<file path="src/rtl/serial_deser_pkg.sv">
// Shared constants, state encoding and sizing helper for the serial_deser receiver.
package serial_deser_pkg;

    localparam int unsigned DEFAULT_WIDTH = 8;

    typedef logic [1:0] state_t;

    localparam state_t ST_IDLE  = 2'd0;
    localparam state_t ST_SHIFT = 2'd1;
    localparam state_t ST_PAR   = 2'd2;

    // Counter must reach WIDTH (parity phase) without wrapping.
    function automatic int unsigned cnt_width(input int unsigned width);
        return $clog2(width + 2);
    endfunction

endpackage

</file>
<file path="src/rtl/deser_out_reg.sv">
// Output holding register for serial_deser: valid/ready handshake, overrun pulse and
// parity-error storage (parity storage only with SERIAL_DESER_PARITY_EN).
module deser_out_reg
    import serial_deser_pkg::*;
#(
    parameter int unsigned WIDTH = DEFAULT_WIDTH
) (
    input  logic             i_clk,
    input  logic             i_rst_n,
    input  logic             i_load,
    input  logic [WIDTH-1:0] i_word,
`ifdef SERIAL_DESER_PARITY_EN
    input  logic             i_perr,
    output logic             o_parity_err,
`endif
    input  logic             i_ready,
    output logic [WIDTH-1:0] o_dout,
    output logic             o_valid,
    output logic             o_overrun
);

    logic [WIDTH-1:0] r_dout;
    logic             r_valid;
    logic             r_overrun;
    logic             w_free;

    // Slot is free when empty or being drained on this very edge.
    assign w_free = !r_valid || i_ready;

    always_ff @(posedge i_clk or negedge i_rst_n) begin
        if (!i_rst_n) begin
            r_dout    <= '0;
            r_valid   <= 1'b0;
            r_overrun <= 1'b0;
        end else begin
            r_overrun <= i_load && !w_free;
            if (i_load && w_free) begin
                r_dout  <= i_word;
                r_valid <= 1'b1;
            end else if (i_ready) begin
                r_valid <= 1'b0;
            end
        end
    end

`ifdef SERIAL_DESER_PARITY_EN
    logic r_perr;

    always_ff @(posedge i_clk or negedge i_rst_n) begin
        if (!i_rst_n) begin
            r_perr <= 1'b0;
        end else if (i_load && w_free) begin
            r_perr <= i_perr;
        end
    end

    assign o_parity_err = r_perr;
`endif

    assign o_dout    = r_dout;
    assign o_valid   = r_valid;
    assign o_overrun = r_overrun;

endmodule

</file>
<file path="src/rtl/serial_deser.sv">
// Serial-to-parallel receiver: shifts qualified bits into WIDTH-bit words.
// Define SERIAL_DESER_PARITY_EN to add a trailing even-parity bit and the parity_err port.
module serial_deser
    import serial_deser_pkg::*;
#(
    parameter int unsigned WIDTH     = DEFAULT_WIDTH,
    parameter bit          MSB_FIRST = 1'b0
) (
    input  logic             i_clk,
    input  logic             i_rst_n,
    input  logic             i_sin,
    input  logic             i_sin_valid,
    input  logic             i_sync,
    output logic [WIDTH-1:0] o_dout,
    output logic             o_dout_valid,
    input  logic             i_dout_ready,
    output logic             o_busy,
`ifdef SERIAL_DESER_PARITY_EN
    output logic             o_parity_err,
`endif
    output logic             o_overrun
);

    localparam int unsigned CW = cnt_width(WIDTH);

    state_t           r_state;
    state_t           w_state_nxt;
    logic [CW-1:0]    r_cnt;
    logic [CW-1:0]    w_cnt_nxt;
    logic [WIDTH-1:0] r_shift;
    logic [WIDTH-1:0] w_shift_in;
    logic [WIDTH-1:0] w_shift_nxt;
    logic [WIDTH-1:0] w_word;
    logic             w_load;
`ifdef SERIAL_DESER_PARITY_EN
    logic             w_perr;
`endif

    always_comb begin
        // The first received bit ends up at bit 0 (LSB-first) or WIDTH-1 (MSB-first).
        w_shift_in  = MSB_FIRST ? {r_shift[WIDTH-2:0], i_sin} : {i_sin, r_shift[WIDTH-1:1]};
        w_state_nxt = r_state;
        w_cnt_nxt   = r_cnt;
        w_shift_nxt = r_shift;
        w_word      = w_shift_in;
        w_load      = 1'b0;
`ifdef SERIAL_DESER_PARITY_EN
        w_perr      = 1'b0;
`endif
        if (i_sin_valid) begin
            if (i_sync || r_state == ST_IDLE) begin
                w_shift_nxt = w_shift_in;
                w_cnt_nxt   = CW'(1);
                w_state_nxt = ST_SHIFT;
            end else if (r_state == ST_SHIFT) begin
                w_shift_nxt = w_shift_in;
                if (r_cnt == CW'(WIDTH - 1)) begin
`ifdef SERIAL_DESER_PARITY_EN
                    w_cnt_nxt   = CW'(WIDTH);
                    w_state_nxt = ST_PAR;
`else
                    w_cnt_nxt   = '0;
                    w_state_nxt = ST_IDLE;
                    w_load      = 1'b1;
`endif
                end else begin
                    w_cnt_nxt = r_cnt + CW'(1);
                end
            end
`ifdef SERIAL_DESER_PARITY_EN
            else begin
                // Parity bit: data already complete in the shift register.
                w_cnt_nxt   = '0;
                w_state_nxt = ST_IDLE;
                w_load      = 1'b1;
                w_word      = r_shift;
                w_perr      = ^r_shift ^ i_sin;
            end
`endif
        end
    end

    always_ff @(posedge i_clk or negedge i_rst_n) begin
        if (!i_rst_n) begin
            r_state <= ST_IDLE;
            r_cnt   <= '0;
            r_shift <= '0;
        end else begin
            r_state <= w_state_nxt;
            r_cnt   <= w_cnt_nxt;
            r_shift <= w_shift_nxt;
        end
    end

    assign o_busy = (r_state != ST_IDLE);

    deser_out_reg #(
        .WIDTH (WIDTH)
    ) u_out_reg (
        .i_clk        (i_clk),
        .i_rst_n      (i_rst_n),
        .i_load       (w_load),
        .i_word       (w_word),
`ifdef SERIAL_DESER_PARITY_EN
        .i_perr       (w_perr),
        .o_parity_err (o_parity_err),
`endif
        .i_ready      (i_dout_ready),
        .o_dout       (o_dout),
        .o_valid      (o_dout_valid),
        .o_overrun    (o_overrun)
    );

endmodule

</file>
<file path="config.mk">
export PLATFORM = sky130hd
export DESIGN_NAME = serial_deser
export DESIGN_NICKNAME = d
export VERILOG_FILES = /design/src/rtl/serial_deser_pkg.sv /design/src/rtl/deser_out_reg.sv /design/src/rtl/serial_deser.sv
export SDC_FILE = /design/constraint.sdc
export NUM_CORES = 1
export LEC_CHECK = 0
export BUFFER_PORTS_ARGS = -buffer_cell sky130_fd_sc_hd__buf_2
export CORE_UTILIZATION = 30
export CTS_CLUSTER_SIZE = 12
export DETAILED_ROUTE_END_ITERATION = 16
export PLACE_DENSITY = 0.6
export REMOVE_ABC_BUFFERS = 1
export SLEW_MARGIN = 20
export SYNTH_ARGS = -nofsm -noshare
export SYNTH_HDL_FRONTEND = slang
export SYNTH_HIERARCHICAL = 1
export SYNTH_SLANG_ARGS = --single-unit
</file>
<file path="constraint.sdc">
create_clock -name i_clk -period 2.1 [get_ports i_clk]
set_input_delay 0.105 -clock i_clk [delete_from_list [all_inputs] [get_ports i_clk]]
set_output_delay 0.105 -clock i_clk [all_outputs]
set_load 0.1 [all_outputs]
</file>
==> summary.txt <==
Final Skew: 0.00912 ns
hold crit path type: in -> reg
CTS buffer count: 3
final net count: 91
CP startpoint kind: flip-flop
layout cell share with drive strength beyond 1: 53.0%
CTS tree: done
Core ar.: 2850 um2
# rows: 19
Clk pin slew, worst setup/hold paths: 0.11 ns
DRC viols: 0
post-route insts no fill: 114
CTS Buffer Depth: 2
maxcap violations: 0
Post-DRT Antenna Nets: 0
Post-Syn Instances: 62
Routed WL: 1.49 mm
crit path kind: reg -> reg
wire length of the first global-routing pass: 2.59 mm
Fill cells: 278
Die Span Y: 57.9 um
R2R setup slack: 0.45 ns
fin util: 39.1%
vias post-DR: 543
Worst-Margin Slew: 0.489 ns
P_leak: 0.573 nW
outcome: finished clean
1st-iter DRT viols: 4
Final WS setup: 0.446 ns
Final Hold Fails: 0
post-synth top area share: 58.7%
CP required: 2.29 ns
Avg Inst Size Synth: 15.1 um2
initial core utilization: 32.9%
register area: 551 um2
number of synthesized register bits: 22
H-tree depth: 1
largest net degree at the start of global routing: 23
multi-input logic area: 368 um2
GRT overflow: 0
Slew Limit Fails: 0
P&R area growth vs syn: 19.0%
Setup violations, final: 0
vias per cell: 4.76
Peak supply drop: 574 uV
Power Density: 1250 nW/um2
Inst Count DP: 109
Worst slew margin: 67.7%
dpl ws: 0.435 ns
Arr. time, crit path: 1.84 ns
commonest non-fill, non-tap cell in the layout: dfrtp_1
part of the cycle the worst path needs: 78.8%
Power, Total: 1.40 mW
Synthesis Warnings: 6
Critical path buffers and inverters: 0
Clock Latency Late Sink: 0.30 ns
DR WL/cell: 13.0 um
vias in the first global route: 561
max incr delay on CP: 0.40 ns
slowest stage cell, crit path: dfrtp_1
distinct cell type count after synthesis: 21
die area: 3350 um2
setup_tns: 0 ns
initial antenna violation count: 0
crit path time final: 1.65 ns
maximum clock frequency: 0.605 GHz
Cell Chain, Critical Path: ha_1 -> nand2_1 -> nor3_2 -> nand2_4 -> mux2_4
Critical Path End Type: flip-flop
Seq/Total Area, Yosys: 58.7%
post-CTS resize count: 0
Die W: 57.9 um
I/O Buffers: 16
Pre-Repair DR Iteration Count: 2
routability cong.: 0.802
top cells by area, synth: dfrtp_1, mux2_4, mux2_2
unrepaired setup endpoints after global routing: no
dominant cell type by area after synthesis: dfrtp_1
Detailed Place HPWL: 1.08 mm
ant diodes: 0
mapped cell area: 937 um2
Top delay family on crit path: simple AND/OR/NAND/NOR gates
Sink Count: 22
num ports: 17
commonest cells after routing, fill and taps aside: dfrtp_1, buf_2, mux2_4
CP max FO: 8
overall routing resource usage: 10.2%
root buf cell: clkbuf_4
## report_power, final
group          internal, mW  switching (mW)
clock                 0.193           0.123
sequential            0.508          0.0555
combinational         0.134           0.382
total                 0.835           0.560
## synth_stat cells (all sizes together)
master  number
inv          2
a22o         1
a21o         1
nand2        4
nand2b       2
o22a         1
dfrtp       22
and3         1
o22ai        1
nor2         3
nand3b       1
buf          1
nor3b        1
o21ai        2
mux2        15
ha           1
o21ba        1
nor3         2
## repair_timing
| item | in CTS | in global routing |
|---|---|---|
| hold buffers | 1 | 0 |
| buffers inserted | 0 | 0 |
| endpoints found under the hold margin | 22 | 0 |
## registers in the layout, summed over array words and instances (netlist names)
| name | flops |
|---|---|
| u_out_reg/o_dout | 8 |
| r_shift | 7 |
| r_cnt | 4 |
| r_state | 1 |
| u_out_reg/o_overrun | 1 |
| u_out_reg/o_valid | 1 |
## metrics by stage
stage / cell area [um2] / hold WS, ns
final: 1110 / 0.0506
after global routing: 1110 / 0.0385
after CTS: 1110 / 0.0410
after detailed placement: 1050 / 0.0966
after global placement: 1050 / 0.0948
after floorplan: 926 / -0.191
## worst register-to-register path: cells and delay by family, from the launching register on
| kind | cells | cell delay, ns |
|---|---|---|
| flip-flops | 1 | 0.40 |
| AND/OR/NAND/NOR | 3 | 0.59 |
| adder cells (fa/ha/maj) | 1 | 0.24 |
| multiplexers | 1 | 0.33 |
## layout make-up
| type | count | share of cell area, % |
|---|---|---|
| multi-input cells | 37 | 33.0 |
| clock buffers | 3 | 2.02 |
| well taps | 31 | 3.48 |
| repair buffers | 18 | 8.75 |
| clock inverters | 1 | 2.69 |
| flip-flops and latches | 22 | 49.4 |
| inverters | 2 | 0.673 |
## kinds of logic after synthesis
group	after synthesis	synth area share, %
compound gates	7	5.61
simple gates	14	11.1
flops	22	58.7
fa+ha+maj	1	1.33
mux	15	21.2
buf+inv	3	2.00
## layer usage
metal,GRT usage [%],part of all wire (%)
met5,0,0
met3,2.68,4.7
met4,4.08,1.1
met1,13.3,44
met2,16.1,50
## path summary, 6_finish.rpt
kind | start | endpoint | cells past startpoint
setup / recovery | r_cnt[0] | u_out_reg/o_dout[7] | 5
hold / removal | i_sin | u_out_reg/o_dout[7] | 2
setup reg to reg | r_cnt[0] | u_out_reg/o_dout[7] | 5
hold reg to reg | u_out_reg/o_dout[2] | u_out_reg/o_dout[2] | 1
max in group asynchronous | i_rst_n | r_cnt[2] | 2
min in group asynchronous | i_rst_n | r_shift[4] | 2
(Power assumes the default switching activity.)
